`config.mk`:
```
export PLATFORM = sky130hd
export DESIGN_NAME = controlador_entrada
export DESIGN_NICKNAME = d
export VERILOG_FILES = /design/src/rtl/controlador_entrada.sv
export SDC_FILE = /design/constraint.sdc
export NUM_CORES = 1
export LEC_CHECK = 0
export BUFFER_PORTS_ARGS = -buffer_cell sky130_fd_sc_hd__buf_2
export CORE_AREA = 2 2 49 51
export DETAILED_ROUTE_END_ITERATION = 10
export DIE_AREA = 0 0 51 53
export MAX_ROUTING_LAYER = met4
export PLACE_DENSITY = 0.79
export RECOVER_POWER = 50
export SLEW_MARGIN = 20
export SYNTH_ARGS = -nofsm -noshare
export SYNTH_HDL_FRONTEND = slang
export SYNTH_SLANG_ARGS = --single-unit
```
`constraint.sdc`:
```
create_clock -name clock -period 1.5 [get_ports clock]
set_input_delay 0.3 -clock clock [delete_from_list [all_inputs] [get_ports clock]]
set_output_delay 0.3 -clock clock [all_outputs]
set_load 0.1 [all_outputs]
```
`src/rtl/controlador_entrada.sv`:
```
// Purpose : switch input sequencer; waits for an operator enter press, captures and
//           sign-extends the switches, writes them to the register bank, pulses completion.
// Latency : request->aguardando 1 cycle; enter rise->capture 2-3 edges; ack->pronto 1 cycle.
// Backpressure: escrita_banco holds with dado stable until ack_banco is sampled high
//           (or, with ENTRADA_TIMEOUT_EN defined, until TIMEOUT_CYCLES cycles elapse).
//
// Ports:
//   clock, reset (async, active-low)
//   entradaSwitch[SW_W] raw two's-complement switches, enter (async button level)
//   req_entrada         control unit request level
//   ack_banco           register bank accepted the write
//   dado[DATA_W]        captured, sign-extended value (held until next capture)
//   escrita_banco       write valid to the register bank
//   pronto_entrada      one-cycle completion pulse
//   aguardando          waiting for enter (status LED)
//   erro_entrada        sticky ack-timeout flag (0 unless ENTRADA_TIMEOUT_EN)
// Optional feature macro: ENTRADA_TIMEOUT_EN
module controlador_entrada #(
    parameter int DATA_W         = 32,
    parameter int SW_W           = 9,
    parameter int TIMEOUT_CYCLES = 255
) (
    input  logic              clock,
    input  logic              reset,
    input  logic [SW_W-1:0]   entradaSwitch,
    input  logic              enter,
    input  logic              req_entrada,
    input  logic              ack_banco,
    output logic [DATA_W-1:0] dado,
    output logic              escrita_banco,
    output logic              pronto_entrada,
    output logic              aguardando,
    output logic              erro_entrada
);

    typedef enum logic [2:0] {
        OCIOSO,
        AGUARDA_ENTER,
        ESCREVE,
        CONCLUI,
        LIBERA
    } estado_t;

    estado_t           state_q, state_d;
    logic [DATA_W-1:0] dado_q, dado_d;
    logic              enter_s1_q, enter_s2_q, enter_prev_q;
    logic              enter_edge;
    logic              aguardando_q, escrita_q, pronto_q;

    // Synchronizer and edge-detect flops reset high: a button held through
    // reset looks "already pressed", so release produces no edge.
    always_ff @(posedge clock or negedge reset) begin
        if (!reset) begin
            enter_s1_q   <= 1'b1;
            enter_s2_q   <= 1'b1;
            enter_prev_q <= 1'b1;
        end else begin
            enter_s1_q   <= enter;
            enter_s2_q   <= enter_s1_q;
            enter_prev_q <= enter_s2_q;
        end
    end

    assign enter_edge = enter_s2_q & ~enter_prev_q;

`ifdef ENTRADA_TIMEOUT_EN
    localparam int CNT_W = (TIMEOUT_CYCLES > 1) ? $clog2(TIMEOUT_CYCLES) : 1;
    logic [CNT_W-1:0] cnt_q, cnt_d;
    logic             erro_q, erro_d;

    always_ff @(posedge clock or negedge reset) begin
        if (!reset) begin
            cnt_q  <= '0;
            erro_q <= 1'b0;
        end else begin
            cnt_q  <= cnt_d;
            erro_q <= erro_d;
        end
    end

    assign erro_entrada = erro_q;
`else
    assign erro_entrada = 1'b0;
`endif

    always_comb begin
        state_d = state_q;
        dado_d  = dado_q;
`ifdef ENTRADA_TIMEOUT_EN
        cnt_d   = cnt_q;
        erro_d  = erro_q;
`endif
        case (state_q)
            OCIOSO: begin
                if (req_entrada) state_d = AGUARDA_ENTER;
            end
            AGUARDA_ENTER: begin
                // Edge has priority over a request drop in the same cycle.
                if (enter_edge) begin
                    dado_d  = {{(DATA_W-SW_W){entradaSwitch[SW_W-1]}}, entradaSwitch};
                    state_d = ESCREVE;
`ifdef ENTRADA_TIMEOUT_EN
                    cnt_d   = '0;
`endif
                end else if (!req_entrada) begin
                    state_d = OCIOSO;
                end
            end
            ESCREVE: begin
                // Request drop is ignored here: the write always completes.
                if (ack_banco) begin
                    state_d = CONCLUI;
                end
`ifdef ENTRADA_TIMEOUT_EN
                // cnt_q counts completed wait cycles; an ack in the last
                // allowed cycle still takes the success branch above.
                else if (cnt_q == CNT_W'(TIMEOUT_CYCLES - 1)) begin
                    state_d = CONCLUI;
                    erro_d  = 1'b1;
                end else begin
                    cnt_d = cnt_q + 1'b1;
                end
`endif
            end
            CONCLUI: begin
                state_d = LIBERA;
            end
            LIBERA: begin
                // Holding off until the request drops keeps a level request
                // from re-triggering another input.
                if (!req_entrada) state_d = OCIOSO;
            end
            default: state_d = OCIOSO;
        endcase
    end

    // Outputs are registered decodes of the next state, so they switch on
    // the same edge as the state and are glitch-free and mutually exclusive.
    always_ff @(posedge clock or negedge reset) begin
        if (!reset) begin
            state_q      <= OCIOSO;
            dado_q       <= '0;
            aguardando_q <= 1'b0;
            escrita_q    <= 1'b0;
            pronto_q     <= 1'b0;
        end else begin
            state_q      <= state_d;
            dado_q       <= dado_d;
            aguardando_q <= (state_d == AGUARDA_ENTER);
            escrita_q    <= (state_d == ESCREVE);
            pronto_q     <= (state_d == CONCLUI);
        end
    end

    assign dado           = dado_q;
    assign aguardando     = aguardando_q;
    assign escrita_banco  = escrita_q;
    assign pronto_entrada = pronto_q;

endmodule

```
==> implementation parameters <==
Parameter                              Value

Status
  Run status ... complete, no violations

Logic synthesis
  Total number of yosys warnings ... 0
  Most numerous cell in the Yosys netlist ... buf_4
  Commonest register cell after synthesis ... dfrtp_1
  Area fraction of the dominant cell type after synthesis ... 43.17%
  Ys async rst share ... 100.0%
  Share of synthesized area occupied by flip-flops and latches ... 52.23%
  Post-synth net total ... 83
  Ranking of synthesized cells by instance count ... 24 x buf_4, 15 x dfrtp_1, 9 x mux2_2
  Mapped Area ... 869.6 um2
  Dominant cell type by area after synthesis ... dfrtp_1
  Number of cells produced by synthesis ... 69
  Post-synth EDFFs ... 0
  Unique masters post-synth ... 17
  Post-Syn Area per Cell ... 12.60 um2
  Top cells by area in the synthesized netlist ... dfrtp_1 43%, buf_4 21%, mux2_2 12%, dfstp_2 9.1%, nand4bb_4 3.2%
  Number of register bits inferred by synthesis ... 18

GRT
  Met2 track demand over resource in global routing ... 25.54%
  Pin count of the biggest net entering global routing ... 19
  Grt met3 use ... 4.520%
  GR Overflow Total ... 0
  GR Util met1 ... 14.62%
  GR peak layer ... met2
  Initial antenna violation count ... 0
  Overall track demand over capacity in global routing ... 14.26%
  First-pass GRT wire length ... 2.746 mm
  Number of global-route vias before repair ... 575

Clocking
  Number of clock sinks ... 18
  Post-CTS clock slew at the launch and capture registers of the worst setup and hold paths ... 0.10 ns
  Clock H-tree levels ... 1
  Largest buffer count on any clock path ... 2
  TritonCTS Buffers ... 3
  Clock latency on the worst-skew pair ... 0.29 ns
  CTS tree ... built
  Postcts setup bufs ... 0
  Root Driver ... clkbuf_4
  Post-cts repair resize count ... 0

Route
  Average wire length per cell after detail routing ... 12.90 um
  Detailed-routing iteration count for the pre-antenna-repair pass ... 2
  Avg Vias per Cell ... 4.477
  Count of antenna-violating nets left after detailed routing ... 0
  Violation count after the first detailed-routing iteration ... 7
  Post-route DRC violation count ... 0
  Wirelength, routed ... 1.651 mm
  Via Count ... 573

Final layout
  Area Growth Syn to Fin ... 64.46%
  NumNets Final ... 115
  Finished layout cell area ... 1430 um2
  Ratio of cells with drive above 1 in the final layout ... 69.00%
  Antenna fix cells ... 0

Timing
  Final TNS setup ... 0 ns
  Unrepaired setup endpoints after global routing ... true
  Worst Skew ... 0.007296 ns
  Final-report setup violation count ... 0
  Fin. max-slew vios ... 0
  Worst hold margin ... 0.09263 ns
  Final Cycle Share ... 97.72%
  Timing-limited maximum frequency ... 682.2 MHz
  Post-layout min period ... 1.466 ns
  Final setup slack of the worst path ... 0.03422 ns
  Final hold violation count ... 0

Place
  Placement-stage cell area ... 1384 um2
  Last weighted congestion value of the routability-driven placer ... 0.7064
  Buffers on Ports ... 48
  Detailed Place HPWL ... 1.392 mm
  Pre-CTS setup slack ... 0.1063 ns

Floorplan
  Die X ... 51 um
  Core Box Area ... 2148 um2
  Chip height ... 53 um
  Die footprint ... 2703 um2
  Initial core utilization ... 40.48%
  Count of standard-cell rows ... 17
  I/O pins ... 50

Hold path
  Hold crit path type ... in2reg

Setup path
  Type of element launching the critical path ... flop
  Type of the worst setup path ... reg2out
  Biggest fanout along the worst timing path ... 9
  Data required time of the worst path ... 1.20 ns
  CP arrival ... 1.17 ns
  Endpoint kind of the worst setup timing path ... output pin

Job
  # Max-Cap Violations ... 0
## timing repair
action                                 CTS  global route
setup endpoints to repair                0             9
hold buffers                             1             0
endpoints found under the hold margin   15             0
## cell type report
| cell class | count | area (um2) |
|---|---|---|
| clock buffers | 4 | 36.28 |
| flip-flops and latches | 18 | 457.9 |
| fillers | 165 | 718.2 |
| multi-input cells | 26 | 230.2 |
| repair buffers | 52 | 670.6 |
| well taps | 28 | 35.03 |
## state kept, by name (all words and copies together) (netlist names)
register        count
aguardando          1
dado                9
enter_prev_q        1
enter_s1_q          1
enter_s2_q          1
escrita_banco       1
pronto_entrada      1
state_q             3
## worst max-delay path, stage by stage, from the launching register on
cell and delay, ns:
dfrtp_4 0.53, buf_12 0.18, buf_12 0.17
## through the flow
stage,utilization (%),cells
2_1_floorplan,-,69
6_report,66.57,128
4_1_cts,66.57,128
3_5_place_dp,64.41,123
3_3_place_gp,64.41,123
5_1_grt,66.57,128
## final timing paths
kind                       startpoint          to  slack (ns)  cells after the start
min                             enter  enter_s1_q        0.09                      1
max                           dado[8]    dado[22]        0.03                      2
min reg2reg                enter_s1_q  enter_s2_q        0.37                      0
max reg2reg                enter_s2_q     dado[7]        0.06                      3
max in group asynchronous       reset     dado[8]        0.73                      2
min in group asynchronous       reset     dado[4]        0.45                      2
## per-layer routing
metal | vias to the layer above | share of wire [%]
met2 | 39 | 54
met3 | 2 | 11
met5 | - | 0
met1 | 270 | 34
li1 | 262 | -
met4 | 0 | 0.24
## cell families after synthesis
family / synth area share [%]
buffers and inverters: 21.29
flip-flops: 52.23
AO/OA/AOI/OAI: 3.310
AND/OR/NAND/NOR: 11.08
other: 0.4312
multiplexers: 11.65
## cells in the final DEF, fill, tap and decap left out, types with 2 or more instances in the layout
cell type,instances
dfrtp_1,14
buf_12,27
clkbuf_4,3
buf_2,24
dfstp_2,2
o21ai_0,2
nor2b_1,2
nand2_1,2
nor2_1,2
a21oi_1,2
mux2_2,9
Power is left out: the tool's default activity adds up to more than one toggle a clock period on the data nets, which glitch-free logic cannot reach.
